**src/rtl/exe_muldiv_unit_if.sv**
```systemverilog
// EXE-stage handshake between the pipeline (master) and the iterative mul/div unit (slave).
// The pipeline holds start/operands stable while stall is high; done marks the single result cycle.
interface exe_muldiv_unit_if;
    logic        start;
    logic [4:0]  alu_ctrl;
    logic [31:0] op_a;
    logic [31:0] op_b;
    logic [4:0]  dst_reg;
    logic        flush;
    logic        stall;
    logic        done;
    logic [31:0] result;
    logic [4:0]  result_reg;
    logic        illegal;

    modport master (
        output start, alu_ctrl, op_a, op_b, dst_reg, flush,
        input  stall, done, result, result_reg, illegal
    );

    modport slave (
        input  start, alu_ctrl, op_a, op_b, dst_reg, flush,
        output stall, done, result, result_reg, illegal
    );
endinterface

```
**src/rtl/exe_muldiv_unit.sv**
```systemverilog
// Iterative RV32M mul/div for the EXE stage: 1 bit/cycle shift-add multiply and restoring divide.
// Latency: done 33 cycles after acceptance (1 cycle for divide special cases); stall holds the pipeline meanwhile.
// Divider present only when MULDIV_DIV_EN is defined; otherwise DIV-class ops complete at once flagged illegal.
module exe_muldiv_unit (
    input  logic             clk,
    input  logic             rst,
    exe_muldiv_unit_if.slave mdu
);
    localparam logic [4:0] OP_MUL    = 5'b10000;
    localparam logic [4:0] OP_MULH   = 5'b10001;
    localparam logic [4:0] OP_MULHSU = 5'b10010;
    localparam logic [4:0] OP_DIV    = 5'b10100;
    localparam logic [4:0] OP_REM    = 5'b10110;

    typedef enum logic [1:0] {
        IDLE = 2'd0,
        MUL  = 2'd1,
`ifdef MULDIV_DIV_EN
        DIV  = 2'd2,
`endif
        DONE = 2'd3
    } state_t;

    state_t      r_state;
    state_t      w_state_nxt;
    logic [1:0]  r_op_lo;
    logic        r_neg_q;
    logic [31:0] r_mag_b;
    logic [63:0] r_acc;
    logic [4:0]  r_cnt;
    logic [4:0]  r_dst;
    logic [31:0] r_result;
    logic [4:0]  r_result_reg;
    logic        r_illegal;

    logic        w_is_muldiv;
    logic        w_is_div;
    logic        w_accept;
    logic        w_busy;
    logic        w_last;
    logic        w_signed_a;
    logic        w_signed_b;
    logic [31:0] w_mag_a;
    logic [31:0] w_mag_b;
    logic [32:0] w_mul_sum;
    logic [63:0] w_mul_nxt;
    logic [63:0] w_mul_prod;
    logic [63:0] w_iter_nxt;
    logic [31:0] w_res_fin;

    assign w_is_muldiv = (mdu.alu_ctrl[4:3] == 2'b10);
    assign w_is_div    = w_is_muldiv & mdu.alu_ctrl[2];
    assign w_accept    = (r_state == IDLE) & mdu.start & w_is_muldiv & ~mdu.flush;
    assign w_last      = (r_cnt == 5'd31);

    assign w_signed_a = (mdu.alu_ctrl == OP_MUL) | (mdu.alu_ctrl == OP_MULH) |
                        (mdu.alu_ctrl == OP_MULHSU) | (mdu.alu_ctrl == OP_DIV) |
                        (mdu.alu_ctrl == OP_REM);
    assign w_signed_b = (mdu.alu_ctrl == OP_MUL) | (mdu.alu_ctrl == OP_MULH) |
                        (mdu.alu_ctrl == OP_DIV) | (mdu.alu_ctrl == OP_REM);
    assign w_mag_a    = (w_signed_a & mdu.op_a[31]) ? -mdu.op_a : mdu.op_a;
    assign w_mag_b    = (w_signed_b & mdu.op_b[31]) ? -mdu.op_b : mdu.op_b;

    // r_acc = {partial product, remaining multiplier}; carry out of the add shifts into bit 63
    assign w_mul_sum  = {1'b0, r_acc[63:32]} + {1'b0, r_mag_b};
    assign w_mul_nxt  = r_acc[0] ? {w_mul_sum, r_acc[31:1]} : {1'b0, r_acc[63:1]};
    assign w_mul_prod = r_neg_q ? -w_mul_nxt : w_mul_nxt;

`ifdef MULDIV_DIV_EN
    logic        r_neg_r;
    logic [32:0] w_div_shift;
    logic        w_div_ge;
    logic [31:0] w_div_sub;
    logic [63:0] w_div_nxt;
    logic [31:0] w_quo;
    logic [31:0] w_rem;
    logic        w_div_zero;
    logic        w_div_ovf;
    logic        w_special;
    logic [31:0] w_special_res;

    // r_acc = {partial remainder, dividend bits shifting out / quotient bits shifting in}
    assign w_div_shift = r_acc[63:31];
    assign w_div_ge    = (w_div_shift >= {1'b0, r_mag_b});
    assign w_div_sub   = w_div_shift[31:0] - r_mag_b;
    assign w_div_nxt   = w_div_ge ? {w_div_sub, r_acc[30:0], 1'b1}
                                  : {w_div_shift[31:0], r_acc[30:0], 1'b0};
    assign w_quo       = r_neg_q ? -w_div_nxt[31:0]  : w_div_nxt[31:0];
    assign w_rem       = r_neg_r ? -w_div_nxt[63:32] : w_div_nxt[63:32];

    assign w_div_zero    = (mdu.op_b == 32'd0);
    assign w_div_ovf     = w_signed_b & (mdu.op_a == 32'h8000_0000) & (mdu.op_b == 32'hFFFF_FFFF);
    assign w_special     = w_is_div & (w_div_zero | w_div_ovf);
    assign w_special_res = mdu.alu_ctrl[1] ? (w_div_zero ? mdu.op_a : 32'd0)
                                           : (w_div_zero ? 32'hFFFF_FFFF : 32'h8000_0000);
    assign w_busy        = (r_state == MUL) | (r_state == DIV);
`else
    assign w_busy        = (r_state == MUL);
`endif

    always_comb begin
        w_iter_nxt = w_mul_nxt;
        w_res_fin  = (r_op_lo == 2'b00) ? w_mul_prod[31:0] : w_mul_prod[63:32];
`ifdef MULDIV_DIV_EN
        if (r_state == DIV) begin
            w_iter_nxt = w_div_nxt;
            w_res_fin  = r_op_lo[1] ? w_rem : w_quo;
        end
`endif
    end

    always_ff @(posedge clk or posedge rst) begin
        if (rst) r_state <= IDLE;
        else     r_state <= w_state_nxt;
    end

    always_comb begin
        w_state_nxt = r_state;
        case (r_state)
            IDLE: begin
                if (w_accept) begin
`ifdef MULDIV_DIV_EN
                    if (w_is_div) w_state_nxt = w_special ? DONE : DIV;
                    else          w_state_nxt = MUL;
`else
                    w_state_nxt = w_is_div ? DONE : MUL;
`endif
                end
            end
            MUL:     if (w_last) w_state_nxt = DONE;
`ifdef MULDIV_DIV_EN
            DIV:     if (w_last) w_state_nxt = DONE;
`endif
            DONE:    w_state_nxt = IDLE;
            default: w_state_nxt = IDLE;
        endcase
        // Flush kills whatever is in flight, including a completion due this edge
        if (mdu.flush) w_state_nxt = IDLE;
    end

    always_ff @(posedge clk or posedge rst) begin
        if (rst) begin
            r_op_lo      <= 2'd0;
            r_neg_q      <= 1'b0;
            r_mag_b      <= 32'd0;
            r_acc        <= 64'd0;
            r_cnt        <= 5'd0;
            r_dst        <= 5'd0;
            r_result     <= 32'd0;
            r_result_reg <= 5'd0;
            r_illegal    <= 1'b0;
`ifdef MULDIV_DIV_EN
            r_neg_r      <= 1'b0;
`endif
        end else if (w_accept) begin
            r_op_lo   <= mdu.alu_ctrl[1:0];
            r_dst     <= mdu.dst_reg;
            r_cnt     <= 5'd0;
            r_acc     <= {32'd0, w_mag_a};
            r_mag_b   <= w_mag_b;
            r_neg_q   <= (w_signed_a & mdu.op_a[31]) ^ (w_signed_b & mdu.op_b[31]);
            r_illegal <= 1'b0;
`ifdef MULDIV_DIV_EN
            r_neg_r   <= w_signed_a & mdu.op_a[31];
            if (w_special) begin
                r_result     <= w_special_res;
                r_result_reg <= mdu.dst_reg;
            end
`else
            if (w_is_div) begin
                r_result     <= 32'd0;
                r_result_reg <= mdu.dst_reg;
                r_illegal    <= 1'b1;
            end
`endif
        end else if (w_busy & ~mdu.flush) begin
            r_acc <= w_iter_nxt;
            r_cnt <= r_cnt + 5'd1;
            if (w_last) begin
                r_result     <= w_res_fin;
                r_result_reg <= r_dst;
            end
        end
    end

    assign mdu.done       = (r_state == DONE);
    assign mdu.illegal    = (r_state == DONE) & r_illegal;
    assign mdu.stall      = mdu.start & w_is_muldiv & ~mdu.done;
    assign mdu.result     = r_result;
    assign mdu.result_reg = r_result_reg;
endmodule

```
**src/flat_wrapper.sv**
```systemverilog
// flat-port wrapper written by rule: the top's interface ports become plain ports
module exe_muldiv_unit_flat 
  (clk, rst, mdu_start, mdu_alu_ctrl, mdu_op_a, mdu_op_b, mdu_dst_reg, mdu_flush, mdu_stall, mdu_done, mdu_result, mdu_result_reg, mdu_illegal);
  exe_muldiv_unit_if mdu_i ();
  input  logic clk;
  input  logic rst;
  input wire logic [$bits(mdu_i.start)-1:0] mdu_start;
  input wire logic [$bits(mdu_i.alu_ctrl)-1:0] mdu_alu_ctrl;
  input wire logic [$bits(mdu_i.op_a)-1:0] mdu_op_a;
  input wire logic [$bits(mdu_i.op_b)-1:0] mdu_op_b;
  input wire logic [$bits(mdu_i.dst_reg)-1:0] mdu_dst_reg;
  input wire logic [$bits(mdu_i.flush)-1:0] mdu_flush;
  output wire logic [$bits(mdu_i.stall)-1:0] mdu_stall;
  output wire logic [$bits(mdu_i.done)-1:0] mdu_done;
  output wire logic [$bits(mdu_i.result)-1:0] mdu_result;
  output wire logic [$bits(mdu_i.result_reg)-1:0] mdu_result_reg;
  output wire logic [$bits(mdu_i.illegal)-1:0] mdu_illegal;
  assign mdu_i.start = mdu_start;
  assign mdu_i.alu_ctrl = mdu_alu_ctrl;
  assign mdu_i.op_a = mdu_op_a;
  assign mdu_i.op_b = mdu_op_b;
  assign mdu_i.dst_reg = mdu_dst_reg;
  assign mdu_i.flush = mdu_flush;
  assign mdu_stall = mdu_i.stall;
  assign mdu_done = mdu_i.done;
  assign mdu_result = mdu_i.result;
  assign mdu_result_reg = mdu_i.result_reg;
  assign mdu_illegal = mdu_i.illegal;
  exe_muldiv_unit u_core (.clk(clk), .rst(rst), .mdu(mdu_i));
endmodule
```
**config.mk**
```make
export PLATFORM = sky130hd
export DESIGN_NAME = exe_muldiv_unit_flat
export DESIGN_NICKNAME = d
export VERILOG_FILES = /design/src/rtl/exe_muldiv_unit_if.sv /design/src/rtl/exe_muldiv_unit.sv /design/src/flat_wrapper.sv
export SDC_FILE = /design/constraint.sdc
export NUM_CORES = 1
export LEC_CHECK = 0
export CORE_AREA = 2 2 139 154
export CTS_CLUSTER_SIZE = 30
export DETAILED_ROUTE_END_ITERATION = 12
export DIE_AREA = 0 0 141 156
export PLACE_DENSITY = 0.79
export SLEW_MARGIN = 20
export SYNTH_ARGS = -nofsm -noshare
export SYNTH_HDL_FRONTEND = slang
export SYNTH_SLANG_ARGS = --single-unit
```
**constraint.sdc**
```tcl
create_clock -name clk -period 5.33 [get_ports clk]
set_input_delay 0.533 -clock clk [delete_from_list [all_inputs] [get_ports clk]]
set_output_delay 0.533 -clock clk [all_outputs]
set_load 0.1 [all_outputs]
```
==> impl_metrics.env, run 1 <==
export IMPL_p_seq_share_pct=33.4
export IMPL_fp_coreArea_sq_um=20400
export IMPL_cp_required_ns=5.68
export IMPL_fin_crit_sh_pct=84.8
export IMPL_postCtsSetupBuffers=0
export IMPL_combPwrFrac_pct=43.2
export IMPL_clock_sinks=149
export IMPL_outcome="finished clean"
export IMPL_slew_headroom_pct=33.1
export IMPL_drive_above_1_share_pct=4.96
export IMPL_intPower_mw=2.79
export IMPL_h_tree_depth=4
export IMPL_final_cell_mix="nand2_1 (258), o21ai_0 (164), dfrtp_1 (148)"
export IMPL_fin_nets=1575
export IMPL_grt_util_met1_pct=38.9
export IMPL_maxCapViolations=0
export IMPL_io_buffers=117
export IMPL_ant_nets=0
export IMPL_fin_setup_tns_ns=0
export IMPL_syn_num_nets=1510
export IMPL_vias=10600
export IMPL_dpl_cell_area_sq_um=12300
export IMPL_arrival_ns=4.86
export IMPL_path_cells="ha_1 -> fa_1 -> a211oi_1 -> o21ai_0 -> a21oi_1 -> xnor2_1 -> nor3_1 -> o21ai_0 -> nor4_1 -> nand4_1 -> nor3_2 -> a211oi_1 -> a311oi_1"
export IMPL_max_freq_ghz=0.221
export IMPL_io_pins=118
export IMPL_met2_usage_pct=47.9
export IMPL_cts_max_path_buffers=2
export IMPL_grt_start_max_net_pins=71
export IMPL_hpwl_microns=23500
export IMPL_syn_inst=1394
export IMPL_cts_tree="done"
export IMPL_critPathSlowestCell="nor4_1"
export IMPL_dp_cells=1696
export IMPL_timing_rr_start="u_core.r_acc[32]"
export IMPL_finalHoldViolCount=0
export IMPL_grt_setup_unrepaired="false"
export IMPL_skew_ns=0.0124
export IMPL_num_rows=55
export IMPL_grt_pass1_wl_microns=50800
export IMPL_async_reset_ff_share_pct=100
export IMPL_finalSetupViolCount=0
export IMPL_leakagePower_nw=5.30
export IMPL_area_growth_pct=16.8
export IMPL_viasPerCell=6.15
export IMPL_drc_errors=0
export IMPL_cts_buffers=17
export IMPL_die_area_sq_um=22000
export IMPL_gr_total_overflow=0
export IMPL_cp_top_family="compound AO/OA/AOI/OAI gates"
export IMPL_die_x_microns=141
export IMPL_grt_use_met3_pct=3.93
export IMPL_rrSetupSlack_ns=0.81
export IMPL_cts_hold_buf=0
export IMPL_largest_register_ffs=64
export IMPL_synth_area_sq_um=11000
export IMPL_period_minus_slack_ns=4.52
export IMPL_worstMarginPinSlew_ns=1.00
export IMPL_syn_avg_cell_area_sq_um=7.92
export IMPL_synth_edf_count=0
export IMPL_cp_max_fo=6
export IMPL_cp_end_kind="register"
export IMPL_synth_warnings=0
export IMPL_power_density_nw_per_um2=386
export IMPL_clk_latency_ns=0.44
export IMPL_swShare_pct=44.0
export IMPL_antenna_found_initial=0
export IMPL_wl_per_cell_microns=18.3
export IMPL_yosysUniqueCellTypes=75
export IMPL_fin_cells=1728
export IMPL_insertedDiodeCount=0
export IMPL_ys_seq_area_share_pct=33.8
export IMPL_gp_congestion=0.959
export IMPL_synth_seq_cells=149
export IMPL_pwr_share_clk_pct=23.4
export IMPL_vdd_drop_max_mv=0.264
export IMPL_critPathMaxStageDelay_ns=0.49
export IMPL_critPathBufInv=0
export IMPL_routed_wl_microns=31500
export IMPL_synth_ff_type="dfrtp_1"
export IMPL_grt_busiest_layer="met2"
export IMPL_cts_resized=0
export IMPL_track_usage_pct=29.0
export IMPL_path_clk_slew_ns=0.07
export IMPL_initial_core_util_pct=54.0
export IMPL_hold_path_class="in2async"
export IMPL_reg2reg_to="u_core.mdu.result[31]"
export IMPL_fin_area_sq_um=12900
export IMPL_start_kind="register"
export IMPL_drt_pass1_iter_count=5
export IMPL_switchingPower_mw=2.19
export IMPL_cts_root_buf="clkbuf_16"
export IMPL_grt_pass1_vias=9757
export IMPL_worst_r2r_path_depth=13
export IMPL_critPathKind="reg2reg"
export IMPL_dieHeight_microns=156
export IMPL_drtIter0Drc=1043
export IMPL_slew_violations=0
export IMPL_final_common_cell="nand2_1"
## synth_stat cells (8+ instances only)
cell type / instances / share of area [%]
nand2_1: 258 / 8.8
o21ai_0: 164 / 7.4
dfrtp_1: 149 / 34
nor2_1: 87 / 3.0
xnor2_1: 78 / 6.2
a21oi_1: 76 / 3.4
clkbuf_1: 76 / 2.6
xor2_1: 57 / 4.5
a31oi_1: 37 / 2.1
ha_1: 37 / 4.2
nor3_1: 35 / 1.6
o31ai_1: 29 / 2.0
inv_1: 26 / 0.88
nand3_1: 21 / 0.95
nand2b_1: 20 / 1.1
mux2i_1: 19 / 1.7
nand4_1: 15 / 0.85
a22oi_1: 14 / 0.95
nor4_1: 14 / 0.79
and3_1: 13 / 0.74
and2_1: 10 / 0.57
a21o_1: 9 / 0.61
or3_1: 9 / 0.51
or4_1: 8 / 0.54
## worst max-delay path by stage
stage | start | endpoint | slack [ns] | cells after the start
floorplan | rst | u_core.mdu.result[0] | 0.79 | 1
global placement | u_core.r_acc[32] | u_core.mdu.result[31] | 1.05 | 13
detailed placement | u_core.r_acc[32] | u_core.mdu.result[31] | 0.94 | 13
CTS | u_core.r_acc[32] | u_core.mdu.result[31] | 0.92 | 13
global route | u_core.r_acc[32] | u_core.mdu.result[31] | 0.43 | 13
finish | u_core.r_acc[32] | u_core.mdu.result[31] | 0.81 | 13
## metrics by stage
step                      worst slack (ns)  util [%]  power (mW)  hold slack [ns]
after floorplan                      0.789         -        3.14            0.439
after global placement                1.05      60.4        3.73            0.451
after detailed placement             0.940      60.4        3.78            0.456
after CTS                            0.919      63.1        4.95            0.468
after global routing                 0.431      63.1        5.29            0.490
final                                0.811      63.1        4.98            0.462
## logic make-up after synthesis
family          after synthesis  share of synthesized area, %
xor+xnor                    135                          10.7
buf+inv                     111                          3.79
flops                       149                          33.8
compound gates              411                          23.0
fa+ha+maj                    38                          4.37
simple gates                526                          22.2
mux                          24                          2.23
## layout make-up
| cell class | count | area, sq um |
|---|---|---|
| Tap cell | 256 | 320 |
| Clock inverter | 15 | 134 |
| Fill cell | 1731 | 7540 |
| Inverter | 27 | 106 |
| Sequential cell | 149 | 3730 |
| Multi-Input combinational cell | 1134 | 6910 |
| Timing Repair Buffer | 130 | 1270 |
| Clock buffer | 17 | 425 |
## routing by layer
| layer | vias to the layer above | share of wire (%) |
|---|---|---|
| met5 | - | 0 |
| met1 | 5073 | 44 |
| met4 | 0 | 3.1 |
| li1 | 5125 | - |
| met2 | 359 | 49 |
| met3 | 64 | 4.9 |
## power by group through the flow
stage / registers, mW / clock network (mW) / logic (mW)
finish: 1.66 / 1.17 / 2.15
global route: 1.69 / 1.23 / 2.36
CTS: 1.65 / 1.17 / 2.13
detailed placement: 1.67 / 0 / 2.11
global placement: 1.66 / 0 / 2.07
floorplan: 1.59 / 0 / 1.55
Power figures use the tool's default switching activity.
==> run 2: changes to the inputs <==
clock period = 4.4 ns   (was 5.33 ns; I/O delays follow)
==> run 2 against run 1 <==
Worst setup slack got worse by 0.49 ns. Clock skew shrank 0.0024 ns. Combinational power rose by 25%. Clock power grew 37%. Register-to-register slack worse by 0.49 ns. Final cell count up 0.75%. Highest routed layer unchanged. Non-clock buffer count is 13 higher. Worst hold slack improved by 0.0083 ns.
==> impl_metrics.env, run 2 (synthesized netlist as in run 1, its figures left out) <==
export IMPL_seq_area_sq_um=3730
export IMPL_largest_register_ffs=64
export IMPL_cts_hold_buf=0
export IMPL_whs_ns=0.470
export IMPL_routed_wl_microns=32400
export IMPL_insertedDiodeCount=0
export IMPL_outcome="finished clean"
export IMPL_cts_tree="done"
export IMPL_cts_buffers=17
export IMPL_vdd_drop_max_mv=0.316
export IMPL_viasPerCell=6.19
export IMPL_fin_nets=1588
export IMPL_ant_nets=0
export IMPL_finalHoldViolCount=0
export IMPL_dp_cells=1707
export IMPL_switchingPower_mw=2.64
export IMPL_cp_end_kind="register"
export IMPL_max_freq_ghz=0.245
export IMPL_p_seq_share_pct=32.0
export IMPL_pwr_share_clk_pct=25.4
export IMPL_maxCapViolations=0
export IMPL_fin_area_sq_um=13100
export IMPL_finalSetupViolCount=0
export IMPL_track_usage_pct=29.3
export IMPL_wl_per_cell_microns=18.6
export IMPL_multiInputGateArea_sq_um=6920
export IMPL_worstSetupStartpoint="u_core.r_acc[32]"
export IMPL_postLayoutCoreUtil_pct=64.0
export IMPL_cts_max_path_buffers=2
export IMPL_period_minus_slack_ns=4.07
export IMPL_combPwrFrac_pct=42.6
export IMPL_dpl_cell_area_sq_um=12400
export IMPL_intPower_mw=3.68
export IMPL_drtIter0Drc=969
export IMPL_start_kind="register"
export IMPL_fin_setup_tns_ns=0
export IMPL_dieHeight_microns=156
export IMPL_fin_cells=1741
export IMPL_drive_above_1_share_pct=5.79
export IMPL_critPathKind="reg2reg"
export IMPL_io_pins=118
export IMPL_hold_path_class="reg2reg"
export IMPL_hpwl_microns=23800
export IMPL_antenna_found_initial=0
export IMPL_slew_violations=0
export IMPL_fillCellCount=1739
export IMPL_skew_ns=0.0101
export IMPL_gr_total_overflow=0
export IMPL_h_tree_depth=4
export IMPL_cp_required_ns=4.72
export IMPL_cp_max_fo=5
export IMPL_clk_latency_ns=0.44
export IMPL_hold_path_startpoint="u_core.r_dst[0]"
export IMPL_clock_sinks=149
export IMPL_die_area_sq_um=22000
export IMPL_worstMarginPinSlew_ns=1.06
export IMPL_leakagePower_nw=5.40
export IMPL_grt_setup_unrepaired="false"
export IMPL_drt_pass1_iter_count=5
export IMPL_drc_errors=0
export IMPL_area_growth_pct=18.5
export IMPL_num_rows=55
export IMPL_path_clk_slew_ns=0.07
export IMPL_io_buffers=117
export IMPL_swShare_pct=41.8
export IMPL_gp_congestion=0.985
export IMPL_grt_pass1_wl_microns=51800
export IMPL_fp_coreArea_sq_um=20400
export IMPL_power_density_nw_per_um2=483
export IMPL_vias=10800
export IMPL_initial_core_util_pct=54.0
export IMPL_grt_start_max_net_pins=106
export IMPL_final_cell_mix="nand2_1 (258), o21ai_0 (163), dfrtp_1 (148)"
export IMPL_slew_headroom_pct=29.1
export IMPL_final_common_cell="nand2_1"
export IMPL_arrival_ns=4.39
export IMPL_grt_pass1_vias=10000
export IMPL_timing_rr_start="u_core.r_acc[32]"
export IMPL_fin_crit_sh_pct=92.6
export IMPL_cts_root_buf="clkbuf_16"
export IMPL_die_x_microns=141
[run 2: cell count changes in the layout (fill, tap and decap cells not counted), moves of 2 or more]
cell / delta
bufinv_16: +4
clkbuf_1: +3
inv_6: -5
inv_8: -3
clkbuf_8: +2
buf_4: +13
[run 2: final cells by class]
cell class              instances  share of cell area [%]
flip-flops and latches        149                    28.5
well taps                     256                    2.45
clock inverters                10                    1.30
clock buffers                  22                    3.55
inverters                      27                   0.803
multi-input cells            1134                    52.9
repair buffers                143                    10.5
[run 2: through the flow]
| stage | worst slack [ns] | power (mW) |
|---|---|---|
| after floorplan | 0.735 | 3.81 |
| after global placement | 0.252 | 4.59 |
| final | 0.325 | 6.32 |
| after CTS | 0.0154 | 6.26 |
| after detailed placement | 0.126 | 4.65 |
| after global routing | 0.0839 | 6.66 |
[run 2: worst max-delay path, cell delays in order (launching register included)]
cell and delay (ns):
dfrtp_1 0.43, ha_1 0.28, fa_1 0.46, a211oi_2 0.28, o21ai_1 0.26, nand3_1 0.16, o311ai_0 0.23, nand2b_1 0.25
a2111o_1 0.47, nor4_4 0.38, nand3_2 0.19, nor3_1 0.29, and4_1 0.22, nor3_1 0.04
[run 2: power by group through the flow]
stage	Clock, mW	Sequential (mW)	Combinational (mW)
4_1_cts	1.61	2.01	2.64
3_5_place_dp	0	2.03	2.62
2_1_floorplan	0	1.93	1.88
6_report	1.60	2.02	2.69
5_1_grt	1.67	2.05	2.94
3_3_place_gp	0	2.02	2.57
[run 2: path summary, 6_finish.rpt]
path | end | slack, ns | cells after the start
worst min-delay path | u_core.r_dst[0] | 0.47 | 2
min in group asynchronous | u_core.r_acc[54] | 0.49 | 2
max in group asynchronous | u_core.r_acc[6] | 2.95 | 3
worst max register to register | u_core.mdu.result[30] | 0.33 | 13
worst max-delay path | u_core.mdu.result[30] | 0.33 | 13
worst min register to register | u_core.r_dst[0] | 0.47 | 2
[run 2: timing repair]
action | in CTS | in global routing
endpoints found under the setup margin | 0 | 11
resized for setup | 0 | 3
hold endpoints to repair | 0 | 0
buffers inserted | 0 | 2
[run 2: routing by layer]
metal	global-route usage [%]	part of all wire, %	wire length [microns]	vias to the layer above
li1	-	-	-	5138
met1	38.7	43	13800	5153
met2	48.8	49	15700	428
met3	4.02	5.5	1790	62
met4	11.5	3.3	1060	0
met5	0	0	0	-
==> variant, RTL diff (config.mk and constraints of run 1) <==
Re-encode `state_t` (3 states) as one-hot, 3 bits wide.
--- a/src/rtl/exe_muldiv_unit.sv
+++ b/src/rtl/exe_muldiv_unit.sv
@@ -13,11 +13,11 @@
     localparam logic [4:0] OP_REM    = 5'b10110;
 
-    typedef enum logic [1:0] {
-        IDLE = 2'd0,
-        MUL  = 2'd1,
+    typedef enum logic [2:0] {
+        IDLE = 3'b001,
+        MUL  = 3'b010,
 `ifdef MULDIV_DIV_EN
         DIV  = 2'd2,
 `endif
-        DONE = 2'd3
+        DONE = 3'b100
     } state_t;
 
Check against the original RTL: no difference found for any inputs over 10 cycles, from zero or initial values and one cycle with rst high; not proved beyond that.
==> variant against run 1 <==
Clock skew increased by 6.3 ps; design area decreased by 1.1%; sequential cell count increased by 1; count of clock-buffer cells in the layout unchanged; area after synthesis decreased by 1.8%; critical path depth unchanged; largest cell class unchanged; worst setup slack improved by 160 ps; cell count decreased by 4.5%; wire length decreased by 7.6%; core utilization decreased by 0.72 points.
Power is not compared: it rests on default switching activity, and its combinational part moved more than twofold at a synthesized area within 25%.
==> variant: results (changes against run 1) <==
{| class="wikitable"
! Metric !! Value
|-
| Slew at the pin with the worst max-slew slack || 1076 ps (+74.88 ps)
|-
| Gr usage total || 0.2723 (-0.01726)
|-
| Portion of the layout cell area used by non-clock buffers || 0.09890 (+0.0005403)
|-
| Clock net sink count || 150 (+0.67%)
|-
| Number of buffers outside the clock class in the layout || 129 (-0.77%)
|-
| First-pass GRT wire length || 48450 um (-4.5%)
|-
| Layout multi-input combinational cell count || 1060 (-6.5%)
|-
| Share of cell area taken by muxes after synthesis || 0.02146 (-0.0008522)
|-
| Length of routed wiring on met1 || 13510 um (-1.5%)
|-
| Post-synthesis xor/xnor area fraction || 0.1090 (+0.002001)
|-
| Layout Nets || 1498 (-4.9%)
|-
| 1st-pass router iterations || 6 (+1)
|-
| Ratio of cells with drive above 1 in the final layout || 0.05305 (+0.003454)
|-
| Pin count of the biggest net entering global routing || 112 (+58%)
|-
| Yosys cell types || 72 (-4.0%)
|-
| Skew final || 18.73 ps (+6.292 ps)
|-
| CP arrival || 4650 ps (-210 ps)
|-
| Post-DR wirelength/cell || 17.66 um (-3.2%)
|-
| Pre-CTS worst setup slack || 1002 ps (+61.68 ps)
|-
| M1 GR Usage || 0.3867 (-0.002350)
|-
| Met3 layer usage reported by global route || 0.03959 (+0.0003069)
|-
| Met2 routing resource usage after global routing || 0.4267 (-0.05273)
|-
| Iter 0 DRT Violations || 1127 (+8.1%)
|-
| Register cell area after layout || 0.003756 mm2 (+0.70%)
|-
| Compound-Gate Fraction of Synth Area || 0.2419 (+0.01214)
|-
| Sum of met3 wire segment lengths after detailed routing || 1749 um (+13%)
|-
| Half-perimeter wire length of the detailed placement result || 21180 um (-9.8%)
|-
| Status || finished, final reports clean
|-
| Ranking of synthesized cells by area || sky130_fd_sc_hd__dfrtp_1, sky130_fd_sc_hd__o21ai_0, sky130_fd_sc_hd__xor2_1, sky130_fd_sc_hd__nand2_1, sky130_fd_sc_hd__ha_1
|-
| Detailed-routed wire length on met2 || 13000 um (-15%)
|-
| Vias in the first global route || 9584 (-1.8%)
|-
| Worst min-delay path class || flip-flop to flip-flop
|-
| Area taken by multi-input logic gates || 0.006714 mm2 (-2.9%)
|}
variant: changes by cell type after synthesis, sizes merged, moves of 11 or more:
cell / before / now
xor2: 57 / 87
nor3: 36 / 21
or3: 10 / 21
a31oi: 37 / 11
nand3: 22 / 46
nand2: 258 / 185
o21ai: 167 / 178
a22oi: 14 / 29
xnor2: 78 / 48
o221ai: 2 / 17
nor2: 87 / 68
variant: through the flow:
| stage | utilization | std cells |
|---|---|---|
| finish | 0.6239 | 1651 |
| global route | 0.6239 | 1651 |
| CTS | 0.6236 | 1651 |
| detailed placement | 0.5941 | 1619 |
| global placement | 0.5941 | 1619 |
| floorplan | - | 1316 |
variant: critical path: stages, from the launching register on:
cell and delay [ps]:
sky130_fd_sc_hd__dfrtp_1 390, sky130_fd_sc_hd__ha_1 260, sky130_fd_sc_hd__fa_1 440, sky130_fd_sc_hd__a211oi_1 310, sky130_fd_sc_hd__o21a_2 220, sky130_fd_sc_hd__nor3_1 70, sky130_fd_sc_hd__or4_1 400, sky130_fd_sc_hd__a31oi_1 480
sky130_fd_sc_hd__nand4b_4 180, sky130_fd_sc_hd__or4b_1 620, sky130_fd_sc_hd__nand4bb_4 280, sky130_fd_sc_hd__o31ai_4 270, sky130_fd_sc_hd__xnor2_1 140, sky130_fd_sc_hd__o221ai_1 130
variant: path summary, 6_finish.rpt:
kind	start	to	slack, ps	cells after the start
max in group asynchronous	rst	u_core.r_acc[13]	3660	3
hold reg to reg	u_core.r_dst[2]	u_core.r_dst[2]	480	2
hold / removal	u_core.r_dst[2]	u_core.r_dst[2]	480	2
setup reg to reg	u_core.r_acc[32]	u_core.mdu.result[30]	980	13
min in group asynchronous	rst	u_core.mdu.result[5]	600	2
setup / recovery	u_core.r_acc[32]	u_core.mdu.result[30]	980	13
